[src/rtl/mc_pkg.sv]
// Shared types and encodings for the multicycle RV32I control unit.
package mc_pkg;

    localparam int unsigned OP_W   = 7;
    localparam int unsigned F3_W   = 3;
    localparam int unsigned ALUC_W = 3;
    localparam int unsigned SEL_W  = 2;

    typedef enum logic [3:0] {
        S_FETCH,
        S_DECODE,
        S_MEMADR,
        S_MEMREAD,
        S_MEMWB,
        S_MEMWRITE,
        S_EXECR,
        S_EXECI,
        S_ALUWB,
        S_JAL,
        S_BEQ,
        S_HALT
    } state_e;

    localparam logic [OP_W-1:0] OP_LW  = 7'b0000011;
    localparam logic [OP_W-1:0] OP_SW  = 7'b0100011;
    localparam logic [OP_W-1:0] OP_R   = 7'b0110011;
    localparam logic [OP_W-1:0] OP_I   = 7'b0010011;
    localparam logic [OP_W-1:0] OP_JAL = 7'b1101111;
    localparam logic [OP_W-1:0] OP_BEQ = 7'b1100011;

    typedef enum logic [1:0] {
        ALUOP_ADD   = 2'b00,
        ALUOP_SUB   = 2'b01,
        ALUOP_FUNCT = 2'b10
    } alu_op_e;

    localparam logic [ALUC_W-1:0] ALUC_ADD = 3'b000;
    localparam logic [ALUC_W-1:0] ALUC_SUB = 3'b001;
    localparam logic [ALUC_W-1:0] ALUC_AND = 3'b010;
    localparam logic [ALUC_W-1:0] ALUC_OR  = 3'b011;
    localparam logic [ALUC_W-1:0] ALUC_SLT = 3'b101;

    localparam logic [SEL_W-1:0] IMM_I = 2'b00;
    localparam logic [SEL_W-1:0] IMM_S = 2'b01;
    localparam logic [SEL_W-1:0] IMM_B = 2'b10;
    localparam logic [SEL_W-1:0] IMM_J = 2'b11;

    localparam logic [SEL_W-1:0] RES_ALUOUT    = 2'b00;
    localparam logic [SEL_W-1:0] RES_DATA      = 2'b01;
    localparam logic [SEL_W-1:0] RES_ALURESULT = 2'b10;

    localparam logic [SEL_W-1:0] SRCA_PC    = 2'b00;
    localparam logic [SEL_W-1:0] SRCA_OLDPC = 2'b01;
    localparam logic [SEL_W-1:0] SRCA_RS1   = 2'b10;

    localparam logic [SEL_W-1:0] SRCB_RS2  = 2'b00;
    localparam logic [SEL_W-1:0] SRCB_IMM  = 2'b01;
    localparam logic [SEL_W-1:0] SRCB_FOUR = 2'b10;

    // State-driven control word produced by the main FSM
    typedef struct packed {
        logic             pc_update;
        logic             branch;
        logic             adr_src;
        logic             mem_write;
        logic             ir_write;
        logic             reg_write;
        logic [SEL_W-1:0] res_src;
        logic [SEL_W-1:0] src_a;
        logic [SEL_W-1:0] src_b;
        alu_op_e          alu_op;
    } ctrl_t;

    // Successor of DECODE; anything unsupported lands in HALT
    function automatic state_e decode_next(input logic [OP_W-1:0] op,
                                           input logic [F3_W-1:0] funct3,
                                           input logic            funct7b5);
        state_e nxt;
        logic   f3_ok;
        f3_ok = (funct3 == 3'b000) || (funct3 == 3'b010) ||
                (funct3 == 3'b110) || (funct3 == 3'b111);
        case (op)
            OP_LW, OP_SW: nxt = S_MEMADR;
            OP_R:   nxt = (f3_ok && (!funct7b5 || funct3 == 3'b000)) ? S_EXECR : S_HALT;
            OP_I:   nxt = f3_ok ? S_EXECI : S_HALT;
            OP_JAL: nxt = S_JAL;
            OP_BEQ: nxt = (funct3 == 3'b000) ? S_BEQ : S_HALT;
            default: nxt = S_HALT;
        endcase
        return nxt;
    endfunction

endpackage

[src/rtl/mc_if.sv]
// Controller <-> datapath bundle: instruction fields and status in, control strobes out.
interface mc_if #(
    parameter int unsigned ICOUNT_W = 32
) ();
    logic [6:0]          op;
    logic [2:0]          funct3;
    logic                funct7b5;
    logic                Zero;
    logic                mem_ready;
    logic                PCWrite;
    logic                AdrSrc;
    logic                MemWrite;
    logic                IRWrite;
    logic [1:0]          ResultSrc;
    logic [1:0]          ALUSrcA;
    logic [1:0]          ALUSrcB;
    logic                RegWrite;
    logic [1:0]          ImmSrc;
    logic [2:0]          ALUControl;
    logic                illegal;
    logic [ICOUNT_W-1:0] instret;

    modport master (
        output op, funct3, funct7b5, Zero, mem_ready,
        input  PCWrite, AdrSrc, MemWrite, IRWrite, ResultSrc, ALUSrcA, ALUSrcB,
               RegWrite, ImmSrc, ALUControl, illegal, instret
    );

    modport slave (
        input  op, funct3, funct7b5, Zero, mem_ready,
        output PCWrite, AdrSrc, MemWrite, IRWrite, ResultSrc, ALUSrcA, ALUSrcB,
               RegWrite, ImmSrc, ALUControl, illegal, instret
    );
endinterface

[src/rtl/mc_main_fsm.sv]
// Main sequencing FSM: state register, next-state logic and Moore control decode.
module mc_main_fsm
    import mc_pkg::*;
#(
    parameter bit STALL_EN = 1'b1
) (
    input  logic            clk,
    input  logic            reset,
    input  logic [OP_W-1:0] op,
    input  logic [F3_W-1:0] funct3,
    input  logic            funct7b5,
    input  logic            mem_ready,
    output ctrl_t           ctrl_c,
    output logic            retire_c,
    output logic            halt_c
);

    state_e state_q, state_d;
    logic   ready_c;

    always_ff @(posedge clk or posedge reset) begin
        if (reset) state_q <= S_FETCH;
        else       state_q <= state_d;
    end

    always_comb begin
        ready_c        = mem_ready | ~STALL_EN;
        state_d        = state_q;
        ctrl_c         = '0;
        ctrl_c.alu_op  = ALUOP_ADD;
        retire_c       = 1'b0;
        case (state_q)
            S_FETCH: begin
                ctrl_c.src_a     = SRCA_PC;
                ctrl_c.src_b     = SRCB_FOUR;
                ctrl_c.res_src   = RES_ALURESULT;
                ctrl_c.ir_write  = ready_c;
                ctrl_c.pc_update = ready_c;
                if (ready_c) state_d = S_DECODE;
            end
            S_DECODE: begin
                ctrl_c.src_a = SRCA_OLDPC;
                ctrl_c.src_b = SRCB_IMM;
                state_d      = decode_next(op, funct3, funct7b5);
            end
            S_MEMADR: begin
                ctrl_c.src_a = SRCA_RS1;
                ctrl_c.src_b = SRCB_IMM;
                state_d      = op[5] ? S_MEMWRITE : S_MEMREAD;
            end
            S_MEMREAD: begin
                ctrl_c.adr_src = 1'b1;
                if (ready_c) state_d = S_MEMWB;
            end
            S_MEMWB: begin
                ctrl_c.res_src   = RES_DATA;
                ctrl_c.reg_write = 1'b1;
                state_d          = S_FETCH;
                retire_c         = 1'b1;
            end
            // Strobe stays up through every wait cycle until memory accepts
            S_MEMWRITE: begin
                ctrl_c.adr_src   = 1'b1;
                ctrl_c.mem_write = 1'b1;
                if (ready_c) begin
                    state_d  = S_FETCH;
                    retire_c = 1'b1;
                end
            end
            S_EXECR: begin
                ctrl_c.src_a  = SRCA_RS1;
                ctrl_c.src_b  = SRCB_RS2;
                ctrl_c.alu_op = ALUOP_FUNCT;
                state_d       = S_ALUWB;
            end
            S_EXECI: begin
                ctrl_c.src_a  = SRCA_RS1;
                ctrl_c.src_b  = SRCB_IMM;
                ctrl_c.alu_op = ALUOP_FUNCT;
                state_d       = S_ALUWB;
            end
            S_ALUWB: begin
                ctrl_c.res_src   = RES_ALUOUT;
                ctrl_c.reg_write = 1'b1;
                state_d          = S_FETCH;
                retire_c         = 1'b1;
            end
            S_JAL: begin
                ctrl_c.src_a     = SRCA_OLDPC;
                ctrl_c.src_b     = SRCB_FOUR;
                ctrl_c.res_src   = RES_ALUOUT;
                ctrl_c.pc_update = 1'b1;
                state_d          = S_ALUWB;
            end
            S_BEQ: begin
                ctrl_c.src_a   = SRCA_RS1;
                ctrl_c.src_b   = SRCB_RS2;
                ctrl_c.alu_op  = ALUOP_SUB;
                ctrl_c.res_src = RES_ALUOUT;
                ctrl_c.branch  = 1'b1;
                state_d        = S_FETCH;
                retire_c       = 1'b1;
            end
            S_HALT: state_d = S_HALT;
            default: state_d = S_HALT;
        endcase
        halt_c = (state_d == S_HALT);
    end

endmodule

[src/rtl/mc_controller.sv]
// Multicycle RV32I control unit: main FSM plus ALU/immediate decode, PC enable and status.
module mc_controller
    import mc_pkg::*;
#(
    parameter bit          STALL_EN = 1'b1,
    parameter int unsigned ICOUNT_W = 32
) (
    input  logic clk,
    input  logic reset,
    mc_if.slave  bus
);

    ctrl_t               ctrl_c;
    logic                retire_c;
    logic                halt_c;
    logic [ALUC_W-1:0]   alu_ctrl_c;
    logic [SEL_W-1:0]    imm_src_c;
    logic                illegal_q, illegal_d;
    logic [ICOUNT_W-1:0] instret_q, instret_d;

    mc_main_fsm #(.STALL_EN(STALL_EN)) u_main_fsm (
        .clk       (clk),
        .reset     (reset),
        .op        (bus.op),
        .funct3    (bus.funct3),
        .funct7b5  (bus.funct7b5),
        .mem_ready (bus.mem_ready),
        .ctrl_c    (ctrl_c),
        .retire_c  (retire_c),
        .halt_c    (halt_c)
    );

    // Subtract only for R-type funct7b5; for I-type that bit belongs to the immediate
    always_comb begin
        alu_ctrl_c = ALUC_ADD;
        case (ctrl_c.alu_op)
            ALUOP_SUB: alu_ctrl_c = ALUC_SUB;
            ALUOP_FUNCT: begin
                case (bus.funct3)
                    3'b000:  alu_ctrl_c = (bus.funct7b5 & bus.op[5]) ? ALUC_SUB : ALUC_ADD;
                    3'b010:  alu_ctrl_c = ALUC_SLT;
                    3'b110:  alu_ctrl_c = ALUC_OR;
                    3'b111:  alu_ctrl_c = ALUC_AND;
                    default: alu_ctrl_c = ALUC_ADD;
                endcase
            end
            default: alu_ctrl_c = ALUC_ADD;
        endcase
    end

    always_comb begin
        imm_src_c = IMM_I;
        case (bus.op)
            OP_LW, OP_I: imm_src_c = IMM_I;
            OP_SW:       imm_src_c = IMM_S;
            OP_BEQ:      imm_src_c = IMM_B;
            OP_JAL:      imm_src_c = IMM_J;
            default:     imm_src_c = IMM_I;
        endcase
    end

    always_comb begin
        illegal_d = illegal_q | halt_c;
        instret_d = instret_q + ICOUNT_W'(retire_c);
    end

    always_ff @(posedge clk or posedge reset) begin
        if (reset) begin
            illegal_q <= 1'b0;
            instret_q <= '0;
        end else begin
            illegal_q <= illegal_d;
            instret_q <= instret_d;
        end
    end

    assign bus.PCWrite    = ctrl_c.pc_update | (ctrl_c.branch & bus.Zero);
    assign bus.AdrSrc     = ctrl_c.adr_src;
    assign bus.MemWrite   = ctrl_c.mem_write;
    assign bus.IRWrite    = ctrl_c.ir_write;
    assign bus.ResultSrc  = ctrl_c.res_src;
    assign bus.ALUSrcA    = ctrl_c.src_a;
    assign bus.ALUSrcB    = ctrl_c.src_b;
    assign bus.RegWrite   = ctrl_c.reg_write;
    assign bus.ImmSrc     = imm_src_c;
    assign bus.ALUControl = alu_ctrl_c;
    assign bus.illegal    = illegal_q;
    assign bus.instret    = instret_q;

endmodule

[src/flat_wrapper.sv]
// flat-port wrapper written by rule: the top's interface ports become plain ports
module mc_controller_flat import mc_pkg::*;
#(
    parameter bit          STALL_EN = 1'b1,
    parameter int unsigned ICOUNT_W = 32
)
  (clk, reset, bus_op, bus_funct3, bus_funct7b5, bus_Zero, bus_mem_ready, bus_PCWrite, bus_AdrSrc, bus_MemWrite, bus_IRWrite, bus_ResultSrc, bus_ALUSrcA, bus_ALUSrcB, bus_RegWrite, bus_ImmSrc, bus_ALUControl, bus_illegal, bus_instret);
  mc_if #(.ICOUNT_W(ICOUNT_W)) bus_i ();
  input  logic clk;
  input  logic reset;
  input wire logic [$bits(bus_i.op)-1:0] bus_op;
  input wire logic [$bits(bus_i.funct3)-1:0] bus_funct3;
  input wire logic [$bits(bus_i.funct7b5)-1:0] bus_funct7b5;
  input wire logic [$bits(bus_i.Zero)-1:0] bus_Zero;
  input wire logic [$bits(bus_i.mem_ready)-1:0] bus_mem_ready;
  output wire logic [$bits(bus_i.PCWrite)-1:0] bus_PCWrite;
  output wire logic [$bits(bus_i.AdrSrc)-1:0] bus_AdrSrc;
  output wire logic [$bits(bus_i.MemWrite)-1:0] bus_MemWrite;
  output wire logic [$bits(bus_i.IRWrite)-1:0] bus_IRWrite;
  output wire logic [$bits(bus_i.ResultSrc)-1:0] bus_ResultSrc;
  output wire logic [$bits(bus_i.ALUSrcA)-1:0] bus_ALUSrcA;
  output wire logic [$bits(bus_i.ALUSrcB)-1:0] bus_ALUSrcB;
  output wire logic [$bits(bus_i.RegWrite)-1:0] bus_RegWrite;
  output wire logic [$bits(bus_i.ImmSrc)-1:0] bus_ImmSrc;
  output wire logic [$bits(bus_i.ALUControl)-1:0] bus_ALUControl;
  output wire logic [$bits(bus_i.illegal)-1:0] bus_illegal;
  output wire logic [$bits(bus_i.instret)-1:0] bus_instret;
  assign bus_i.op = bus_op;
  assign bus_i.funct3 = bus_funct3;
  assign bus_i.funct7b5 = bus_funct7b5;
  assign bus_i.Zero = bus_Zero;
  assign bus_i.mem_ready = bus_mem_ready;
  assign bus_PCWrite = bus_i.PCWrite;
  assign bus_AdrSrc = bus_i.AdrSrc;
  assign bus_MemWrite = bus_i.MemWrite;
  assign bus_IRWrite = bus_i.IRWrite;
  assign bus_ResultSrc = bus_i.ResultSrc;
  assign bus_ALUSrcA = bus_i.ALUSrcA;
  assign bus_ALUSrcB = bus_i.ALUSrcB;
  assign bus_RegWrite = bus_i.RegWrite;
  assign bus_ImmSrc = bus_i.ImmSrc;
  assign bus_ALUControl = bus_i.ALUControl;
  assign bus_illegal = bus_i.illegal;
  assign bus_instret = bus_i.instret;
  mc_controller #(.STALL_EN(STALL_EN), .ICOUNT_W(ICOUNT_W)) u_core (.clk(clk), .reset(reset), .bus(bus_i));
endmodule
[config.mk]
export PLATFORM = sky130hd
export DESIGN_NAME = mc_controller_flat
export DESIGN_NICKNAME = d
export VERILOG_FILES = /design/src/rtl/mc_pkg.sv /design/src/rtl/mc_if.sv /design/src/rtl/mc_main_fsm.sv /design/src/rtl/mc_controller.sv /design/src/flat_wrapper.sv
export SDC_FILE = /design/constraint.sdc
export NUM_CORES = 1
export LEC_CHECK = 0
export ABC_AREA = 1
export CELL_PAD_IN_SITES_DETAIL_PLACEMENT = 1
export CELL_PAD_IN_SITES_GLOBAL_PLACEMENT = 2
export CORE_AREA = 5 5 100 102
export CTS_CLUSTER_DIAMETER = 80
export DETAILED_ROUTE_END_ITERATION = 7
export DIE_AREA = 0 0 105 107
export HOLD_SLACK_MARGIN = 0.1
export PLACE_DENSITY_LB_ADDON = 0.1
export REMOVE_ABC_BUFFERS = 1
export SYNTH_ARGS = -nofsm -noshare
export SYNTH_HDL_FRONTEND = slang
export SYNTH_HIERARCHICAL = 1
export SYNTH_SLANG_ARGS = --single-unit
export TNS_END_PERCENT = 5
[constraint.sdc]
create_clock -name clk -period 4.1 [get_ports clk]
set_input_delay 0.82 -clock clk [delete_from_list [all_inputs] [get_ports clk]]
set_output_delay 0.82 -clock clk [all_outputs]
set_load 0.02 [all_outputs]
==> metrics.md, run 1 <==
| Metric | Value |
|---|---|
| Status | complete, no violations |
| Min-Delay Path Class | reg2reg |
| Clock Path Buffers | 2 |
| H-tree Lvls | 2 |
| IO buf count | 63 |
| WS Path Type | reg2out |
| Crit path from | u_core/u_main_fsm/state_q[3] |
| Sequential Power Share | 0.323 |
| CTS tree | done |
| Skew final | ~0.011 ns |
| Register-to-register setup slack | 1.63 ns |
| Syn Inst Count | 357 |
| DR iter-0 viols | 39 |
| Largest cells by area after synthesis | dfrtp_1 (36%), nand2_1 (17%), nor2_1 (8.3%), inv_1 (6.7%), nor2_8 (3.2%) |
| Top cells by count, synth | nand2_1 (118), nor2_1 (56), inv_1 (45) |
| Worst-Skew Late Latency | ~0.29 ns |
| HPWL after DPL | 5990 µm |
| Unrepaired setup endpoints after global routing | no |
| GRT overflow | 0 |
| Design area | around 3400 µm² |
| Via count | 2,413 |
| Post-cts sizing count | 0 |
| Main synth FF type | dfrtp_1 |
| Routed Antenna Nets | 0 |
| Count leader, synth | nand2_1 |
| DRC | 0 |
| Global-route wire length before repair | 12,300 µm |
| Worst-path clk slew | about 0.080 ns |
| Post-synth ARST share | 1.00 |
| Fmax | 0.293 GHz |
| Initial DRT Pass Iterations | 3 |
| Clock Sinks | 37 |
| Required time worst endpoint | 3.28 ns |
| M2 GR Usage | 0.247 |
| Clock Power Share | 0.235 |
| P&R area growth vs syn | 35.0% |
| Die area | approximately 11,000 µm² |
| Comb pwr share | 0.442 |
| Cts hold-fix bufs | 0 |
| Dpl ws | 0.937 ns |
| DP Area | roughly 3300 µm² |
| Worst vdd ir | 296 µV |
| RR Startpoint | u_core/u_main_fsm/state_q[2] |
| Layout cells sized above 1 | 0.110 |
| DR WL/cell | 13.2 µm |
| Post-synth top area cell | dfrtp_1 |
| Grt met1 use | 0.153 |
| Top cell type's share of synthesized area | 0.365 |
| Synth warn | 6 |
| Sw Ratio | 0.397 |
| Inserted Diodes | 0 |
| Pin count of the biggest net entering global routing | 33 |
| Fin Hold WS | 0.478 ns |
| MaxCap Viol Count | 0 |
| Grt peak-use layer | met2 |
| RR Endpoint | u_core/bus.instret[18] |
| Setup ws final | 0.684 ns |
| #FFs+latches synth | 37 |
| Seq/Total Area, Yosys | 0.365 |
| Grt met3 use | 0.0199 |
| Power Density | 417 nW/µm² |
| Mapped Area | 2540 µm² |
| CP startpoint kind | flip-flop |
| Total Wirelength | 7110 µm |
| Psw | 0.567 mW |
| Crit share post-route | 0.833 |
| Avg Inst Size Synth | 7.11 µm² |
| Max FO, Critical Path | 4 |
| Crit path to | bus_ALUControl[2] |
| Post-synth EDFFs | 0 |
| Worst EP arrival | 2.60 ns |
| Yosys cell types | 28 |
| Fill cells | between 1,000 and 1,500 |
| Die Width | 105 µm |
| # setup viols final | 0 |
| Setup TNS Final | 0 ns |
| Initial Util | 0.281 |
| Final Net Count | 446 |
| I/O pin count | 64 |
| Min Tclk post-route | 3.42 ns |
| Antenna violations before repair | 0 |
| All-Layer GR Usage | 0.132 |
| Clock root cell | clkbuf_8 |
| Vias per cell | ~4.5 |
| Vias in the first global route | 2,617 |
| Post CTS Setup Buffer Count | 0 |
| Reg2Reg Depth | 13 |
| Cell Rows | 35 |
| Die Ht | 107 µm |
| Number of hold violations in the final report | 0 |
| Internal | 0.863 mW |
| Slew headroom | 0.716 |
| Pleak | 1.65 nW |
| Worst-margin pin slew | 0.427 ns |
| RePlAce Congestion | 0.745 |
| Core area | approximately 9000 µm² |
| CTS buffer count | 5 |
| Slew Limit Fails | 0 |
| CP endpoint kind | primary output |
## registers in the layout (all words and copies together), names as in the netlist
| name | flops |
|---|---|
| u_core/bus.illegal | 1 |
| u_core/bus.instret | 32 |
| u_core/u_main_fsm/state_q | 4 |
## cell usage in the layout (no fill, tap or decap)
cell / instances
a21o_1: 1
a21oi_1: 7
a21oi_2: 1
a31oi_1: 1
buf_4: 1
bufinv_16: 1
clkbuf_8: 6
clkdlybuf4s50_1: 63
clkinvlp_4: 1
dfrtp_1: 37
ha_1: 4
inv_1: 45
inv_2: 5
nand2_1: 118
nand2_2: 5
nand2_4: 4
nand3_1: 15
nand3_2: 1
nand3b_1: 10
nand4_1: 2
nor2_1: 56
nor2_2: 9
nor2_4: 5
nor2_8: 4
nor3_1: 1
o21ai_0: 6
o22ai_1: 2
o31ai_1: 1
or2_2: 1
xnor2_1: 6
xor2_1: 6
xor2_2: 3
## how the worst min path moves through the flow
stage | from | end | slack, ns | depth (start not counted)
after floorplan | reset | u_core/u_main_fsm/state_q[0] | 0.59 | 1
after global placement | u_core/bus.illegal | u_core/bus.illegal | 0.45 | 1
after detailed placement | u_core/bus.illegal | u_core/bus.illegal | 0.46 | 1
after CTS | u_core/bus.illegal | u_core/bus.illegal | 0.48 | 1
after global routing | u_core/bus.illegal | u_core/bus.illegal | 0.52 | 1
final | u_core/bus.illegal | u_core/bus.illegal | 0.48 | 1
## area by class of cell
| class | instances | area (µm²) | area share |
|---|---|---|---|
| clock inverter | 2 | 37.5 | 0.0109 |
| clock buffer | 6 | 82.6 | 0.0241 |
| sequential | 37 | 926 | 0.270 |
| timing repair buffer | 64 | 638 | 0.186 |
| tap | 111 | 139 | 0.0405 |
| inverter | 50 | 188 | 0.0547 |
| multi-input combinational | 269 | 1420 | 0.414 |
## per-layer routing
| layer | wire (µm) | up-vias |
|---|---|---|
| met5 | 0 | - |
| met4 | 108 | 0 |
| met3 | 207 | 7 |
| met2 | 3710 | 42 |
| met1 | 3080 | 1125 |
| li1 | - | 1239 |
## through the flow
| stage | util | power, mW | std cells |
|---|---|---|---|
| floorplan | - | 0.850 | 356 |
| global placement | 0.367 | 1.11 | 531 |
| detailed placement | 0.367 | 1.11 | 531 |
| CTS | 0.380 | 1.46 | 539 |
| global route | 0.380 | 1.53 | 539 |
| finish | 0.380 | 1.43 | 539 |
## critical path: stages, from the launching register on
cell and delay (ns):
dfrtp_1 0.42, inv_1 0.09, nor2_1 0.14, inv_1 0.07
nor2_1 0.24, inv_1 0.08, ha_1 0.30, nand3b_1 0.19
nor3_1 0.15, clkdlybuf4s50_1 0.63
## power groups by stage
stage | combinational [mW] | clock, mW | sequential, mW
floorplan | 0.362 | 0 | 0.488
global placement | 0.642 | 0 | 0.467
detailed placement | 0.644 | 0 | 0.469
CTS | 0.649 | 0.351 | 0.462
global route | 0.694 | 0.365 | 0.468
finish | 0.632 | 0.336 | 0.462
## cell families (layout without fill, tap and decap cells)
family | Yosys count | count (layout) | synth area share
compound gates | 19 | 19 | 0.0424
xor+xnor | 15 | 15 | 0.0606
fa+ha+maj | 4 | 4 | 0.0197
buf+inv | 51 | 122 | 0.0769
flops | 37 | 37 | 0.365
simple gates | 231 | 231 | 0.436
Power figures use the tool's default switching activity.
==> run 2, diff against run 1 <==
Settings changed: CORE_AREA 5 5 100 102 to 5 5 103 105, DIE_AREA 0 0 105 107 to 0 0 108 110.
Clock period 4.1 ns to 3.3 ns, I/O delays scaled along.
==> run 2 against run 1 <==
Effect of this change: non-clock buffer count increased by 1; sequential cell count unchanged; combinational power grew 24%; clock skew down 0.0027 ns; clock power about the same; via count increased by 0.87%; worst hold slack better by 0.0050 ns; first-iteration DRC count fell by 18%.
==> metrics.md, run 2 (synthesized netlist as in run 1, its figures left out) <==
| Metric | Value |
|---|---|
| Clock root cell | clkbuf_8 |
| Total Wirelength | 7480 µm (+5.2%) |
| Cts hold-fix bufs | 0 (unchanged) |
| DR WL/cell | 13.3 µm (+1.0%) |
| Die Ht | 110 µm (+2.8%) |
| CP endpoint kind | primary output |
| Design area | 3430 µm² (+0.11%) |
| RR Endpoint | u_core/bus.instret[30] |
| MaxCap Viol Count | 0 (unchanged) |
| DR iter-0 viols | 32 (-18%) |
| Initial Util | 0.266 (-0.0156) |
| Slew headroom | 0.701 (-0.0146) |
| Worst vdd ir | 290 µV (-2.0%) |
| CP startpoint kind | flip-flop |
| # setup viols final | 0 (unchanged) |
| Power Density | 492 nW/µm² (+18%) |
| RR Startpoint | u_core/u_main_fsm/state_q[2] |
| Cell Count, Final, Fillers Out | 561 (+4.1%) |
| Unrepaired setup endpoints after global routing | no |
| Pin count of the biggest net entering global routing | 34 (+3.0%) |
| Worst-margin pin slew | 0.449 ns (+0.0220 ns) |
| WS Path Type | reg2out |
| P&R area growth vs syn | 35.2% |
| Fmax | 0.326 GHz |
| Core area | 9550 µm² (+5.9%) |
| Pleak | 1.67 nW (+0.67%) |
| Number of hold violations in the final report | 0 (unchanged) |
| DRC | 0 (unchanged) |
| Max reg flops | 32 (unchanged) |
| Slew Limit Fails | 0 (unchanged) |
| Fin Hold WS | 0.483 ns (+0.00505 ns) |
| Routed Antenna Nets | 0 (unchanged) |
| Antenna violations before repair | 0 (unchanged) |
| Min Tclk post-route | 3.06 ns |
| Cell Rows | 36 (+2.9%) |
| CTS tree | done |
| Vias in the first global route | 2,745 (+4.9%) |
| Footprint of the multi-input gates | 1420 µm² (unchanged) |
| Layout cells sized above 1 | 0.107 (-0.00234) |
| GRT overflow | 0 (unchanged) |
| Crit path to | bus_ALUControl[1] |
| Setup TNS Final | 0 ns (unchanged) |
| Fill cells | 1,222 (+8.0%) |
| Min-Delay Path Class | reg2reg |
| Worst EP arrival | 2.40 ns (-0.20 ns) |
| Die Width | 108 µm (+2.9%) |
| Inserted Diodes | 0 (unchanged) |
| Most common cell after layout, fill and taps aside | nand2_1 |
| Die area | 11,900 µm² (+5.7%) |
| CTS buffer count | 5 (unchanged) |
| Worst-Skew Late Latency | 0.29 ns (about the same) |
| Commonest cells after routing, fill and taps aside | nand2_1 (118), clkdlybuf4s50_1 (62), nor2_1 (56) |
| I/O pin count | 64 (unchanged) |
| IO buf count | 63 (unchanged) |
| Max FO, Critical Path | 3 (-1) |
| All-Layer GR Usage | 0.137 (+0.00477) |
| HPWL after DPL | 6270 µm (+4.6%) |
| RePlAce Congestion | 0.758 (+1.8%) |
| Worst-path clk slew | 0.07 ns (about the same) |
| Status | complete, no violations |
| H-tree Lvls | 2 (unchanged) |
| Post CTS Setup Buffer Count | 0 (unchanged) |
| Reg2Reg Depth | 15 (+2) |
| DP Area | 3340 µm² (+1.1%) |
| Clock Sinks | 37 (unchanged) |
| Crit path from | u_core/u_main_fsm/state_q[3] |
| Via count | 2,434 (+0.87%) |
| Storage cell area | 926 µm² (unchanged) |
| Skew final | 0.00868 ns (-0.00271 ns) |
| Initial DRT Pass Iterations | 4 (+1) |
| Placed Cells | 554 (+4.3%) |
| Crit share post-route | 0.929 |
| Register-to-register setup slack | 0.87 ns (-0.76 ns) |
| Clock Path Buffers | 2 (unchanged) |
| Required time worst endpoint | 2.64 ns (-0.64 ns) |
| Vias per cell | 4.34 (-3.1%) |
| Global-route wire length before repair | 13,100 µm (+6.3%) |
| Final Net Count | 447 (+0.22%) |
==> run 2: changes by cell type in the layout (fill, tap and decap cells not counted) <==
cell / before / now
buf_4: 1 / 2
bufinv_16: 1 / 0
clkbuf_1: 0 / 1
clkdlybuf4s50_1: 63 / 62
clkinvlp_4: 1 / 0
dlymetal6s2s_1: 0 / 1
==> run 2: per-stage QoR <==
step	power (mW)	setup slack, ns	util
floorplan	1.06	0.876	-
global placement	1.38	0.424	0.350
detailed placement	1.38	0.377	0.350
CTS	1.73	0.0996	0.359
global route	1.82	0.00875	0.359
finish	1.69	0.236	0.359
==> run 2: how the worst min path moves through the flow <==
| stage | cells after the start | slack (ns) | endpoint | startpoint |
|---|---|---|---|---|
| 6_report | 1 | 0.48 | u_core/bus.illegal | u_core/bus.illegal |
| 5_1_grt | 1 | 0.51 | u_core/bus.illegal | u_core/bus.illegal |
| 4_1_cts | 1 | 0.49 | u_core/bus.illegal | u_core/bus.illegal |
| 2_1_floorplan | 1 | 0.43 | u_core/u_main_fsm/state_q[0] | reset |
| 3_3_place_gp | 2 | 0.48 | u_core/bus.instret[31] | u_core/bus.instret[31] |
| 3_5_place_dp | 1 | 0.47 | u_core/bus.illegal | u_core/bus.illegal |
==> run 2: cell type report <==
| type | instances | share of cell area |
|---|---|---|
| Multi-Input combinational cell | 269 | 0.413 |
| Timing Repair Buffer | 65 | 0.189 |
| Clock buffer | 7 | 0.0252 |
| Sequential cell | 37 | 0.270 |
| Inverter | 50 | 0.0547 |
| Tap cell | 133 | 0.0485 |
==> run 2: what timing repair did <==
item | in CTS | in global routing
gates resized for setup | 0 | 1
endpoints found under the hold margin | 0 | 0
setup endpoints to repair | 0 | 1
==> run 2: layer usage <==
metal | track usage | up-vias | routed length, µm
met5 | 0 | - | 0
li1 | - | 1227 | -
met4 | 0.0352 | 0 | 70
met1 | 0.164 | 1158 | 3300
met3 | 0.0210 | 6 | 248
met2 | 0.256 | 43 | 3860
==> run 2: power by group <==
| group | internal, mW | switching, mW | total (mW) |
|---|---|---|---|
| sequential | 0.510 | 0.0612 | 0.571 |
| clock | 0.166 | 0.167 | 0.333 |
| combinational | 0.319 | 0.465 | 0.784 |
| total | 0.995 | 0.693 | 1.69 |
==> run 2: worst max-delay path: stages (launching register included) <==
cell,delay (ns)
dfrtp_1,0.40
inv_1,0.07
nor2_1,0.12
inv_1,0.08
nor2_1,0.15
inv_1,0.07
ha_1,0.30
nand3b_1,0.20
nor2_1,0.11
clkdlybuf4s50_1,0.61
